`config.mk`:
```
export PLATFORM = sky130hd
export DESIGN_NAME = mem_ctrl
export DESIGN_NICKNAME = d
export VERILOG_FILES = /design/src/rtl/mem_ctrl.sv
export SDC_FILE = /design/constraint.sdc
export NUM_CORES = 1
export LEC_CHECK = 0
export ABC_AREA = 1
export BUFFER_PORTS_ARGS = -buffer_cell sky130_fd_sc_hd__buf_2
export CAP_MARGIN = 20
export CORE_MARGIN = 4
export CORE_UTILIZATION = 52
export CTS_BUF_LIST = sky130_fd_sc_hd__clkbuf_8
export DETAILED_ROUTE_END_ITERATION = 8
export HOLD_SLACK_MARGIN = 0.08
export PLACE_DENSITY_LB_ADDON = 0.08
export RECOVER_POWER = 100
export SLEW_MARGIN = 15
export SYNTH_ARGS = -nofsm -noshare
export SYNTH_HDL_FRONTEND = slang
export SYNTH_SLANG_ARGS = --single-unit
```
`constraint.sdc`:
```
create_clock -name clk -period 2.9 [get_ports clk]
set_input_delay 0.435 -clock clk [delete_from_list [all_inputs] [get_ports clk]]
set_output_delay 0.435 -clock clk [all_outputs]
set_load 0.01 [all_outputs]
```
`src/rtl/mem_ctrl.sv`:
```
// Byte-serial RAM controller shared by instruction fetch and the load/store buffer.
// Define MEM_CTRL_IO_GUARD_EN to stall I/O-mapped stores while the UART buffer is full.
module mem_ctrl #(
  parameter logic [1:0] IO_HI = 2'b11
) (
  input  logic        clk,
  input  logic        rst,
  input  logic        rdy,
  input  logic        if_en,
  input  logic [31:0] if_addr,
  output logic        if_ok,
  output logic [31:0] if_ins,
  input  logic        lsb_en,
  input  logic        lsb_wr,
  input  logic [1:0]  lsb_len,
  input  logic [31:0] lsb_addr,
  input  logic [31:0] lsb_wdata,
  output logic        lsb_ok,
  output logic [31:0] lsb_rdata,
  input  logic [7:0]  mem_din,
  output logic [7:0]  mem_dout,
  output logic [31:0] mem_a,
  output logic        mem_wr,
  input  logic        io_buffer_full
);

  typedef enum logic [1:0] {IDLE, READ, WRITE, DONE} state_t;

  state_t      state, state_nxt;
  logic [31:0] addr, wdata, data;
  logic [2:0]  idx, n, lsb_n;
  logic        req_lsb;
  logic [31:0] cur_a;
  logic        io_stall;

  assign cur_a = addr + {29'd0, idx};

  always_comb begin
    case (lsb_len)
      2'd0:    lsb_n = 3'd1;
      2'd1:    lsb_n = 3'd2;
      default: lsb_n = 3'd4;
    endcase
  end

`ifdef MEM_CTRL_IO_GUARD_EN
  assign io_stall = (state == WRITE) && (cur_a[17:16] == IO_HI) && io_buffer_full;
`else
  logic unused_io_full;
  assign unused_io_full = io_buffer_full;
  assign io_stall = 1'b0;
`endif

  // state register
  always_ff @(posedge clk) begin
    if (rst)      state <= IDLE;
    else if (rdy) state <= state_nxt;
  end

  // next state
  always_comb begin
    state_nxt = state;
    case (state)
      IDLE: begin
        if (lsb_en)     state_nxt = lsb_wr ? WRITE : READ;
        else if (if_en) state_nxt = READ;
      end
      // one extra cycle after the last address: RAM data lags by one cycle
      READ:  if (idx == n) state_nxt = DONE;
      WRITE: if (!io_stall && idx == n - 3'd1) state_nxt = DONE;
      DONE:  state_nxt = IDLE;
      default: state_nxt = IDLE;
    endcase
  end

  // datapath registers
  always_ff @(posedge clk) begin
    if (rst) begin
      addr    <= '0;
      wdata   <= '0;
      data    <= '0;
      idx     <= '0;
      n       <= '0;
      req_lsb <= 1'b0;
    end else if (rdy) begin
      case (state)
        IDLE: begin
          idx <= '0;
          if (lsb_en) begin
            addr    <= lsb_addr;
            wdata   <= lsb_wdata;
            n       <= lsb_n;
            req_lsb <= 1'b1;
            data    <= '0;
          end else if (if_en) begin
            addr    <= if_addr;
            wdata   <= '0;
            n       <= 3'd4;
            req_lsb <= 1'b0;
            data    <= '0;
          end
        end
        READ: begin
          if (idx != 3'd0) data[{idx - 3'd1, 3'b000} +: 8] <= mem_din;
          idx <= idx + 3'd1;
        end
        WRITE: if (!io_stall) idx <= idx + 3'd1;
        DONE:  idx <= '0;
        default: idx <= '0;
      endcase
    end
  end

  // outputs
  always_comb begin
    mem_a    = '0;
    mem_dout = '0;
    mem_wr   = 1'b0;
    if_ok    = 1'b0;
    lsb_ok   = 1'b0;
    case (state)
      READ: if (idx != n) mem_a = cur_a;
      WRITE: begin
        mem_a    = cur_a;
        mem_dout = wdata[{idx[1:0], 3'b000} +: 8];
        mem_wr   = !io_stall;
      end
      DONE: begin
        if_ok  = !req_lsb;
        lsb_ok = req_lsb;
      end
      default: ;
    endcase
  end

  assign if_ins    = data;
  assign lsb_rdata = data;

endmodule

```
Word-level counts from Yosys, hierarchy flattened
Cells that the tools add are included.

word-level totals
  flip-flop bits (word level) = 105
  input port bits = 113
  output and inout port bits = 107
  word-level logic and storage cells = 63

cells by class
  add/subtract/negate cells = 5
  equal/unequal tests = 11
  shifts and indexed selects = 3
  mux-type cells = 26
  reduce and logical (&&, ||, !) cells = 11

operators by type and width
  operator                                               count
  two-way mux 32 bit                                     7
  one-hot mux 32 bit (2 select lines)                    2
  adder 32 x 3 -> 32 bit                                 1
  bitwise mux 32 bit                                     1
  variable shift 8 x 8 -> 32 bit (first input constant)  1
  indexed part select 32 x 6 -> 8 bit                    1
  indexed part select 8 x 8 -> 32 bit                    1
  one-hot mux 3 bit (2 select lines)                     2
  two-way mux 2 bit                                      5
  two-way mux 8 bit                                      1
  negator 6 -> 8 bit                                     1
  one-hot mux 2 bit (4 select lines)                     1
  AND reduction 4 bit                                    2
  == test 3 bit                                          2
  two-way mux 3 bit                                      2
  inequality test 2 bit (second input constant)          3
  subtractor 3 x 1 -> 3 bit (second input constant)      2
  two-way mux 1 bit                                      5
  == test 2 x 1 -> 1 bit (second input constant)         2
  == test 2 bit (second input constant)                  2
  zero test 2 bit                                        2
  nonzero test 2 bit                                     2
  OR reduction 2 bit                                     2
  adder 3 x 1 -> 3 bit (second input constant)           1
  other kinds (5)                                        5

Longest topological paths before layout
Gate-level depths: netlist of run 1.

  depth after elaboration = 6
  gate-level depth with buffers = 13
  gate-level depth less buffers = 12

Least setup slack after synthesis of run 1
OpenSTA, ideal clock, no wires.

  path kind = register to output
  start point = register idx[0]
  end point = output port mem_a[30]
  data arrival time = 1984 ps
  data required time = 2465 ps
  slack = 481 ps
  cell stages (with the launch flop) = 13
  path buffers = 0
  cells stage by stage = dfxtp_1 -> ha_1 -> inv_1 -> fa_1 -> inv_1 -> nand2_1 -> a21oi_4 -> nand2_2 -> nor2_4 -> nand2_1 -> nand2_1 -> nand2_1 -> nor2_1

between the ends
  longest elaborated chain between the ends = 3
  elaborated cells on any way between the ends = 4
  classes of those cells = add/sub: 1; eq/ne: 1; mux: 2

ends and longest elaborated chain
  item                                                                    line     text
  from (decl)                                                             31       logic [2:0] idx, n, lsb_n;
  from (signal assigned)                                                  105      idx <= idx + 3'd1;
  from (signal assigned)                                                  107      WRITE: if (!io_stall) idx <= idx + 3'd1;
  adder 32 x 3 -> 32 bit / inequality test 3 bit (equally long branches)  36, 122
  two-way mux 32 bit                                                      122      READ: if (idx != n) mem_a = cur_a;
  one-hot mux 32 bit (2 select lines) (*)                                 121      case (state)
  to (decl)                                                               22       output logic [31:0] mem_a,

Mark *: on every way between the ends. The rest lies on a longest branch, timed or not.

Worst setup path in the final report of run 1
  start point = register idx[0]
  end point = output port mem_a[14]

Same word-level chain as after synthesis.

==> summary.txt, run 1 <==
Layout
  – Non-Filler Instances: 1,277
  – Most frequent cells in the layout: nand2_1, buf_2, nor2_1, dfxtp_1, a21oi_1
  – Finished Cell Area: around 7300 sq um
  – Final nets: 1,262
  – Commonest non-fill, non-tap cell in the layout: nand2_1
  – Area growth from synthesis to layout: 16.6%
  – N_diodes: 0
  – FILL cells: 1,160
  – Share of cells above drive strength 1: 20.4%

Yosys
  – Post-synthesis register bit count: roughly 110
  – Yosys warns: 0
  – Share of the synthesized area in the top cell type: 33.5%
  – Yosys top cell by area: dfxtp_1
  – Largest cells by area after synthesis: dfxtp_1, nand2_1, nor2_1
  – Synthesized area: 6280 sq um
  – Unique masters post-synth: 39
  – Avg Synthesized Cell Area: 6.54 sq um
  – Post-Syn Nets: about 1,100
  – Sequential-to-total area share from yosys stat: 33.5%
  – Syn Inst Count: 960

Place
  – Port Buffers: 218
  – DP Cell Count: 1,257
  – DP HPWL: roughly 13 mm
  – Worst slack at placement: 0.351 ns
  – Routability cong.: 0.954
  – DP Area: 7140 sq um

Global routing
  – Antenna violations before repair: 0
  – First-pass GRT wire length: 27.9 mm
  – GRT Total Usage: 23.9%
  – Number of global-route vias before repair: 5,838
  – GRT overflow: 0
  – Largest net degree at the start of global routing: 67

Critical path
  – CP Data Required Time: 2.47 ns
  – CP Class: reg -> out
  – Critical path, cell by cell: ha_4 -> inv_2 -> fa_2 -> inv_2 -> nand2_4 -> a21oi_4 -> nand2_2 -> nor2_4 -> buf_6 -> xor2_1 -> nor2_1 -> buf_2
  – CP Launch Type: flip-flop
  – CP max stage delay: 0.39 ns
  – Critical Path Slowest Stage Cell: fa_2
  – Most frequent CP cell: inv_2
  – Crit Path Max Fanout: 5
  – Worst EP arrival: 2.38 ns
  – Crit end category: primary output

Routing
  – DR WL/cell: 13.6 microns
  – Vias per cell: 5.14
  – Final ANT Viol Nets: 0
  – DR vias: between 6,000 and 7,000
  – Detailed Routing Iterations Pass 1: 5
  – 1st-iter DRT viols: 551
  – Drt total wl: 17.3 mm
  – Drc violations: 0

Clocking
  – Clk buf depth: 2
  – Hold-fix buffers at CTS: 0
  – Skew-Pair Late Insertion Delay: between 0.3 and 0.4 ns
  – H-tree depth: 3
  – CTS tree: done
  – TritonCTS Buffers: 9
  – TritonCTS sink count: 105
  – Root Driver: clkbuf_8
  – Clk pin slew, worst setup/hold paths: 0.10 ns

STA
  – Slew Limit Fails: 0
  – Setup ws final: 0.0849 ns
  – Fin. Hold Viols: 0
  – # setup viols final: 0
  – RSZ-0062 raised after global routing: yes
  – Top achievable clock speed: 355 MHz
  – Clock skew: about 0.011 ns
  – Min cycle time layout: between 2 and 3 ns
  – Setup TNS: 0 ns
  – Worst Tran Pin Value: 0.685 ns
  – Worst slew margin relative to its limit: a little over half
  – Period Utilization, post-route: between 90% and 100%

Status
  – Outcome: finished clean

Floorplan
  – Die width: 118 microns
  – Die area: 13,900 sq um
  – Starting Density: a little over half
  – Die Y-Extent: 118 microns
  – Core ar.: roughly 12,000 sq um
  – Total I/O pin count: 220
  – FP Rows: 39

Run
  – Maxcap violations: 0

Power and ir drop
  – Power Dens Cells: 507 nW/um^2
  – Peak supply drop: 0.000373 V
  – LEAKAGE: 3.13 nW

Hold path
  – Hold crit path type: in -> reg
[Yosys cell counts]
cell type,count
a211oi_1,2
a21boi_4,1
a21oi_1,85
a21oi_4,2
a22oi_1,1
a31oi_1,33
and2_1,1
and3_1,1
buf_2,10
buf_4,36
buf_6,8
clkbuf_1,19
clkbuf_2,1
clkinv_2,1
dfxtp_1,105
fa_1,1
ha_1,16
inv_1,67
inv_2,6
inv_4,1
nand2_1,296
nand2_2,9
nand2_4,3
nand3_1,27
nand3_2,4
nand3b_1,3
nand4_1,8
nor2_1,121
nor2_2,4
nor2_4,5
nor3_1,12
nor3_2,1
nor3_4,1
nor4_1,2
o21ai_0,26
o21ai_1,30
o21ai_4,1
xnor2_1,1
xor2_1,9
[final timing paths]
| path | depth (start not counted) | start | slack (ns) | end |
|---|---|---|---|---|
| worst max-delay path | 12 | idx[0] | 0.08 | mem_a[14] |
| worst min-delay path | 3 | lsb_wdata[16] | 0.29 | wdata[16] |
| worst max register to register | 9 | idx[0] | 0.46 | if_ins[28] |
| worst min register to register | 2 | wdata[10] | 0.47 | wdata[10] |
[logic make-up (layout without fill, tap and decap cells)]
kind of cell / count (synthesis) / in the layout / synth area share, %
AND/OR/NAND/NOR: 498 / 498 / 33.4
flip-flops: 105 / 105 / 33.5
XOR/XNOR: 10 / 10 / 1.39
AO/OA/AOI/OAI: 181 / 181 / 16.0
adder cells (fa/ha/maj): 17 / 17 / 3.51
buffers and inverters: 149 / 323 / 12.3
[final cells by class]
cell class                      count  area [sq um]  area share [%]
Clock buffer                        9           124            1.69
Tap cell                          143           179            2.44
Clock inverter                      4          48.8           0.666
Timing Repair Buffer              235          1140            15.6
Inverter                           75           285            3.90
Multi-Input combinational cell    706          3440            47.0
Sequential cell                   105          2100            28.7
[report_power, final]
part	total [W]	leakage [nW]	internal, W	switching, W
Combinational	0.00112	2.19	0.000387	0.000737
Sequential	0.00171	0.856	0.00158	0.000138
Clock	0.000872	0.0845	0.000382	0.000490
Total	0.00371	3.13	0.00235	0.00136
[worst max-delay path: cells and delay by family, from the launching register on]
| kind | cells | cell delay (ns) |
|---|---|---|
| xor+xnor | 1 | 0.13 |
| compound gates | 1 | 0.21 |
| buf+inv | 4 | 0.39 |
| fa+ha+maj | 2 | 0.53 |
| flops | 1 | 0.36 |
| simple gates | 4 | 0.37 |
[through the flow]
step / total power [W] / utilization [%] / hold slack (ns)
2_1_floorplan: 0.00256 / - / 0.441
3_3_place_gp: 0.00284 / 61.5 / 0.449
3_5_place_dp: 0.00285 / 61.5 / 0.452
4_1_cts: 0.00372 / 63.2 / 0.270
5_1_grt: 0.00394 / 63.0 / 0.272
6_report: 0.00371 / 63.0 / 0.285
[state kept, by name, indices dropped and copies added (netlist names)]
signal,flops
addr,32
if_ins,32
wdata,32
idx,3
n,3
state,2
req_lsb,1
[what timing repair did]
| item | 4_1_cts | 5_1_grt |
|---|---|---|
| endpoints found under the setup margin | 5 | 14 |
| resized for setup | 6 | 8 |
| pin swaps | 3 | 10 |
| setup buffers | 3 | 4 |
[layer usage]
metal	vias to the layer above	GRT usage, %	wire length [microns]
met3	11	6.15	1230
met1	2935	33.4	8400
met5	-	0	0
li1	3393	-	-
met2	229	37.8	7550
met4	0	4.25	150
No activity file was read; power rests on OpenSTA's default activity.
==> run 2: changes to the inputs <==
ABC_AREA = 0   (was 1)
CORE_UTILIZATION = 25   (was 52)
==> summary.txt, run 2 <==
Status
  – Outcome: finished with violations
  – Failing checks: setup timing

Yosys
  – Post-Syn Nets: 799
  – Unique masters post-synth: 48
  – Primary flip-flop cell chosen by synthesis mapping: dfxtp_1
  – Syn Inst Count: 669
  – Avg Synthesized Cell Area: 8.49 sq um
  – Yosys warns: 0
  – Synthesized area: 5680 sq um
  – Yosys top cell by area: dfxtp_1
  – Ys async rst share: 0%
  – Commonest cells post-synth: dfxtp_1, nor2_1, nand2_1
  – Sequential-to-total area share from yosys stat: 37.0%
  – Number of enable flip-flop cells after synthesis: 0
  – Share of the synthesized area in the top cell type: 37.0%
  – Post-synthesis register bit count: 105
  – Most common cell in the netlist: dfxtp_1
  – Largest cells by area after synthesis: dfxtp_1, nor2_1, mux2i_1

Routing
  – Final ANT Viol Nets: 0
  – 1st-iter DRT viols: 210
  – Drc violations: 0
  – DR vias: roughly 5,400
  – Drt total wl: 18.5 mm
  – Detailed Routing Iterations Pass 1: 4
  – Vias per cell: around 4.8
  – DR WL/cell: 16.3 microns

Floorplan
  – Total I/O pin count: 220
  – Core ar.: 22,100 sq um
  – FP Rows: between 50 and 60
  – Die width: 159 microns
  – Starting Density: 25.7%
  – Die Y-Extent: 159 microns
  – Die area: around 25,000 sq um

Critical path
  – Crit Path Max Fanout: 5
  – Reg2Reg Setup Slack: around 0.19 ns
  – CP Class: reg -> out
  – Critical Path Slowest Stage Cell: a2111oi_4
  – CP max stage delay: 0.38 ns
  – Crit path buf inv count: 3
  – Worst EP arrival: 2.56 ns
  – Cell count along the critical path: 10
  – Reg2Reg Launch Point: idx[0]
  – Crit end category: primary output
  – Worst flop-to-flop path endpoint: if_ins[21]
  – CP Launch Type: flip-flop
  – Critical path, cell by cell: ha_4 -> inv_2 -> fa_2 -> nand2b_4 -> a2111oi_4 -> buf_6 -> nand4_1 -> xor2_1 -> nor2_1 -> buf_2
  – CP Data Required Time: 2.47 ns
  – R2R cell count: 8
  – Delay-heaviest family, CP: adder cells

Clocking
  – TritonCTS sink count: 105
  – CTS tree: done
  – H-tree depth: 3
  – Root Driver: clkbuf_8
  – Skew-Pair Late Insertion Delay: 0.40 ns
  – TritonCTS Buffers: 9
  – Clk buf depth: 2
  – Clk pin slew, worst setup/hold paths: 0.12 ns

Power and ir drop
  – Power Internal: 0.00246 W
  – Peak supply drop: approximately 0.00023 V
  – Reg power frac: 45.3%
  – Power share of the clock group: between 20% and 30%
  – Logic pwr share: 25.8%
  – Sw Share: 34.7%
  – LEAKAGE: roughly 2.8 nW
  – Pwr Total: 0.00376 W
  – Power Dens Cells: 528 nW/um^2
  – Sw Pwr: 0.00131 W

STA
  – RSZ-0062 raised after global routing: yes
  – # setup viols final: 9
  – Worst Tran Pin Value: 1.27 ns
  – Setup ws final: -0.0936 ns
  – Clock skew: 0.0153 ns
  – Worst slew margin relative to its limit: 15.1%
  – Period Utilization, post-route: 103%
  – Fin. Hold Viols: 0
  – Top achievable clock speed: 334 MHz
  – Min cycle time layout: roughly 3 ns
  – Slew Limit Fails: 0

Hold path
  – Hold Path Origin: lsb_wdata[18]
  – Hold crit path type: in -> reg
  – Hold depth: 3
  – Hold EP: wdata[18]

Layout
  – Area of the multi-input gates: between 3000 and 4000 sq um
  – Finished Cell Area: 7130 sq um
  – Final nets: 973
  – Commonest non-fill, non-tap cell in the layout: buf_2
  – Most frequent cells in the layout: buf_2, dfxtp_1, nor2_1, clkbuf_1, nand2_1
  – Area growth from synthesis to layout: 25.5%
  – FILL cells: 2,409
  – Share of cells above drive strength 1: 25.0%
  – Register area: about 2100 sq um

Global routing
  – First-pass GRT wire length: 28.1 mm
  – GRT Total Usage: 14.2%
  – Number of global-route vias before repair: 5,220
  – Antenna violations before repair: 5
  – GRT overflow: 0
  – Largest net degree at the start of global routing: 101

Place
  – Routability cong.: 0.789
  – DP Area: 6850 sq um
  – Port Buffers: 218
  – DP HPWL: 13.3 mm

Run
  – Maxcap violations: 0
## run 2: cell types whose count changed in the layout (fill, tap and decap cells not counted), moves of 32 or more
cell | previous run | this run
inv_1 | 66 | 14
nand2_1 | 295 | 54
a21oi_1 | 85 | 48
a31oi_1 | 33 | 0
a211oi_1 | 2 | 35
mux2i_1 | 0 | 32
## run 2: logic make-up (layout without fill, tap and decap cells)
logic type | count (synthesis) | count (layout) | share of synthesized area (%)
AOI/OAI and AO/OA | 130 | 130 | 15.8
DFF | 105 | 105 | 37.0
buffers and inverters | 89 | 268 | 8.15
and+or+nand+nor | 255 | 255 | 21.3
other | 0 | 2 | 0
adders and majority gates | 17 | 17 | 3.88
muxes | 40 | 40 | 8.82
xor gates and xnor gates | 33 | 33 | 5.09
## run 2: worst max-delay path by stage
stage,start,to
4_1_cts,addr[0],mem_a[20]
3_3_place_gp,idx[0],if_ins[11]
6_report,addr[0],mem_a[28]
5_1_grt,addr[0],mem_a[20]
3_5_place_dp,idx[0],if_ins[13]
2_1_floorplan,idx[1],mem_a[28]
## run 2: cell type report
cell class / instances / area share, %
clock inverters: 7 / 1.54
multi-input cells: 475 / 45.3
well taps: 280 / 4.92
inverters: 15 / 0.790
repair buffers: 237 / 16.1
clock buffers: 9 / 1.74
diodes: 2 / 0.0702
flip-flops and latches: 105 / 29.5
## run 2: timing repair
item	in CTS	in global routing
cloned	1	0
resized for setup	16	8
setup endpoints to repair	18	39
setup buffers	3	2
pin swaps	3	6
hold buffers	0	0
## run 2: per-stage QoR
step	hold WS (ns)	setup WS [ns]	utilization, %	TNS, ns	cells
after detailed placement	0.445	-0.0217	31.0	-0.0600	1106
after floorplan	0.429	0.0595	-	0	669
final	0.294	-0.0936	32.3	-0.414	1130
after CTS	0.272	-0.0961	32.5	-0.699	1126
after global routing	0.260	-0.212	32.3	-2.05	1130
after global placement	0.438	0.103	31.0	0	1106
## run 2: per-layer routing
| layer | up-vias | track usage [%] | share of wire (%) |
|---|---|---|---|
| li1 | 2686 | - | - |
| met3 | 15 | 3.72 | 6.6 |
| met2 | 165 | 23.0 | 46 |
| met5 | - | 0 | 0.25 |
| met1 | 2507 | 18.7 | 46 |
| met4 | 6 | 3.66 | 1.2 |
## run 2: power by group through the flow
stage / sequential, W / combinational, W / clock [W]
after floorplan: 0.00169 / 0.000682 / 0
after global placement: 0.00173 / 0.000968 / 0
after detailed placement: 0.00173 / 0.000984 / 0
after CTS: 0.00170 / 0.00100 / 0.00115
after global routing: 0.00173 / 0.00111 / 0.00120
final: 0.00171 / 0.000971 / 0.00109
## run 2: worst register-to-register path: stages, from the launching register on
cell and delay, ns:
dfxtp_2 0.36, buf_4 0.34, inv_1 0.12, ha_1 0.22, xnor2_1 0.14, ha_1 0.35
or4b_4 0.51, nor2_2 0.41, a22o_1 0.20
==> run 3: changes to the inputs <==
CELL_PAD_IN_SITES_DETAIL_PLACEMENT = 1   (was unset)
CELL_PAD_IN_SITES_GLOBAL_PLACEMENT = 2   (was unset)
GPL_TIMING_DRIVEN = 0   (was unset)
SETUP_SLACK_MARGIN = 0.5   (was unset)
==> summary.txt, run 3 (same netlist as run 2, synthesis figures left out) <==
Floorplan
  – Total I/O pin count: 220
  – Die width: ~160 microns
  – Die Y-Extent: ~160 microns
  – Core ar.: 22,100 sq um
  – Die area: 25,200 sq um
  – FP Rows: 54
  – Starting Density: 25.7%

Critical path
  – Reg2Reg Launch Point: idx[0]
  – Worst EP arrival: 2.59 ns
  – Delay-heaviest family, CP: adder cells
  – Critical path, cell by cell: ha_4 -> inv_2 -> fa_2 -> nand2b_4 -> a2111oi_4 -> buf_4 -> buf_6 -> nand4_1 -> xor2_1 -> nor2_1 -> buf_2
  – Crit Path Max Fanout: 4
  – Critical Path Slowest Stage Cell: dfxtp_4
  – CP Data Required Time: 2.47 ns
  – Crit path launch: idx[0]
  – CP Class: reg -> out
  – CP Launch Type: flip-flop
  – Crit path buf inv count: 4
  – Crit end category: primary output
  – CP max stage delay: ~0.37 ns

Routing
  – Drc violations: 0
  – Vias per cell: 4.79
  – 1st-iter DRT viols: 201
  – Drt total wl: 22.5 mm
  – Final ANT Viol Nets: 0
  – DR WL/cell: 18.4 microns
  – Detailed Routing Iterations Pass 1: 4
  – DR vias: 5,862

Layout
  – Most frequent cells in the layout: buf_2, dfxtp_1, nor2_1, clkbuf_1, nand2_1
  – Share of cells above drive strength 1: about 36%
  – Util after Layout: 36.6%
  – Non-Filler Instances: around 1,200
  – Commonest non-fill, non-tap cell in the layout: buf_2
  – Area growth from synthesis to layout: 42.4%
  – Final nets: roughly 1,100

Global routing
  – First-pass GRT wire length: 34.4 mm
  – GRT overflow: 0
  – GRT Total Usage: roughly 18%
  – Largest net degree at the start of global routing: 20
  – Antenna violations before repair: 2
  – Number of global-route vias before repair: around 6,300

Clocking
  – Clk pin slew, worst setup/hold paths: 0.12 ns
  – CTS tree: done
  – Skew-Pair Late Insertion Delay: 0.40 ns
  – H-tree depth: 3
  – TritonCTS sink count: ~110
  – Hold-fix buffers at CTS: 0
  – TritonCTS Buffers: 9
  – Root Driver: clkbuf_8
  – Clk buf depth: 2

Place
  – DP Cell Count: around 1,200
  – DP HPWL: 16.8 mm
  – Port Buffers: about 220
  – Routability cong.: roughly 0.77

STA
  – Fin. Hold Viols: 0
  – Worst slew margin relative to its limit: 48.3%
  – Top achievable clock speed: 330 MHz
  – Min cycle time layout: 3.03 ns
  – Worst Tran Pin Value: 0.773 ns
  – # setup viols final: 34
  – Slew Limit Fails: 0
  – RSZ-0062 raised after global routing: yes
  – Period Utilization, post-route: 104%
  – Clock skew: roughly 0.019 ns
  – Setup ws final: -0.128 ns

Power and ir drop
  – Reg power frac: 42.5%
  – Power Internal: 0.00255 W
  – Peak supply drop: between 0.00015 and 0.0002 V
  – Power Dens Cells: 500 nW/um^2
  – Sw Pwr: 0.00149 W
  – Power share of the clock group: 24.8%
  – LEAKAGE: about 3.4 nW
  – Sw Share: 36.9%
  – Logic pwr share: 32.7%

Run
  – Maxcap violations: 0

Hold path
  – Hold crit path type: in -> reg
  – Hold Path Origin: lsb_wdata[22]

Status
  – Failing checks: setup timing
  – Outcome: finished with violations
run 3: cell count changes in the layout (fill, tap and decap cells not counted), moves of 5 or more:
cell / delta
clkbuf_2: -10
nor2_2: +9
buf_6: +11
buf_4: +20
clkbuf_4: +17
buf_2: +40
clkbuf_1: +5
nor2_1: -13
run 3: worst paths after layout:
kind / to / slack [ns] / depth (start not counted)
worst max-delay path: mem_a[18] / -0.13 / 11
worst min register to register: wdata[12] / 0.46 / 2
worst min-delay path: wdata[22] / 0.30 / 3
worst max register to register: if_ins[23] / -0.06 / 11
run 3: what timing repair did:
action	4_1_cts	5_1_grt
resized for setup	122	19
buffers inserted	33	4
endpoints found under the setup margin	72	116
gates cloned	3	1
endpoints found under the hold margin	0	0
pin swaps	43	30
run 3: through the flow:
| stage | hold slack (ns) | instance area [sq um] | power, W | setup WS, ns | TNS (ns) |
|---|---|---|---|---|---|
| global placement | 0.439 | 7160 | 0.00277 | -0.0929 | -0.710 |
| finish | 0.296 | 8080 | 0.00404 | -0.128 | -1.56 |
| detailed placement | 0.450 | 7160 | 0.00281 | -0.151 | -1.13 |
| CTS | 0.272 | 8180 | 0.00411 | -0.184 | -1.34 |
| global route | 0.277 | 8080 | 0.00430 | -0.232 | -5.97 |
| floorplan | 0.429 | 5730 | 0.00239 | 0.440 | 0 |
run 3: worst reg2reg max path: stages (launching register included):
cell and delay (ns):
dfxtp_4 0.37, buf_4 0.13, buf_6 0.10, buf_12 0.09, buf_12 0.09, clkinvlp_2 0.15
ha_1 0.25, xnor2_1 0.15, ha_1 0.33, or4b_1 0.53, nor2_1 0.48, a22o_1 0.22
run 3: power by group through the flow:
stage / logic (W) / clock network (W) / registers, W
after floorplan: 0.000694 / 0 / 0.00170
after global placement: 0.00103 / 0 / 0.00173
after detailed placement: 0.00107 / 0 / 0.00174
after CTS: 0.00135 / 0.00105 / 0.00172
after global routing: 0.00146 / 0.00110 / 0.00174
final: 0.00132 / 0.00100 / 0.00172
run 3: final cells by class:
cell class / instances / area [sq um]
Sequential cell: 105 / 2110
Buffer: 74 / 537
Tap cell: 280 / 350
Clock inverter: 7 / 82.6
Antenna cell: 1 / 2.50
Multi-Input combinational cell: 475 / 3420
Clock buffer: 9 / 124
Fill cell: 2693 / 14000
Inverter: 15 / 60.1
Timing Repair Buffer: 257 / 1390
run 3: layer usage:
metal | wire length, microns | GRT usage (%) | up-vias | part of all wire (%)
met1 | 10200 | 23.0 | 2845 | 45
met2 | 11100 | 30.6 | 140 | 49
met5 | 12 | 0 | - | 0.053
met3 | 882 | 2.28 | 16 | 3.9
li1 | - | - | 2859 | -
met4 | 284 | 4.47 | 2 | 1.3
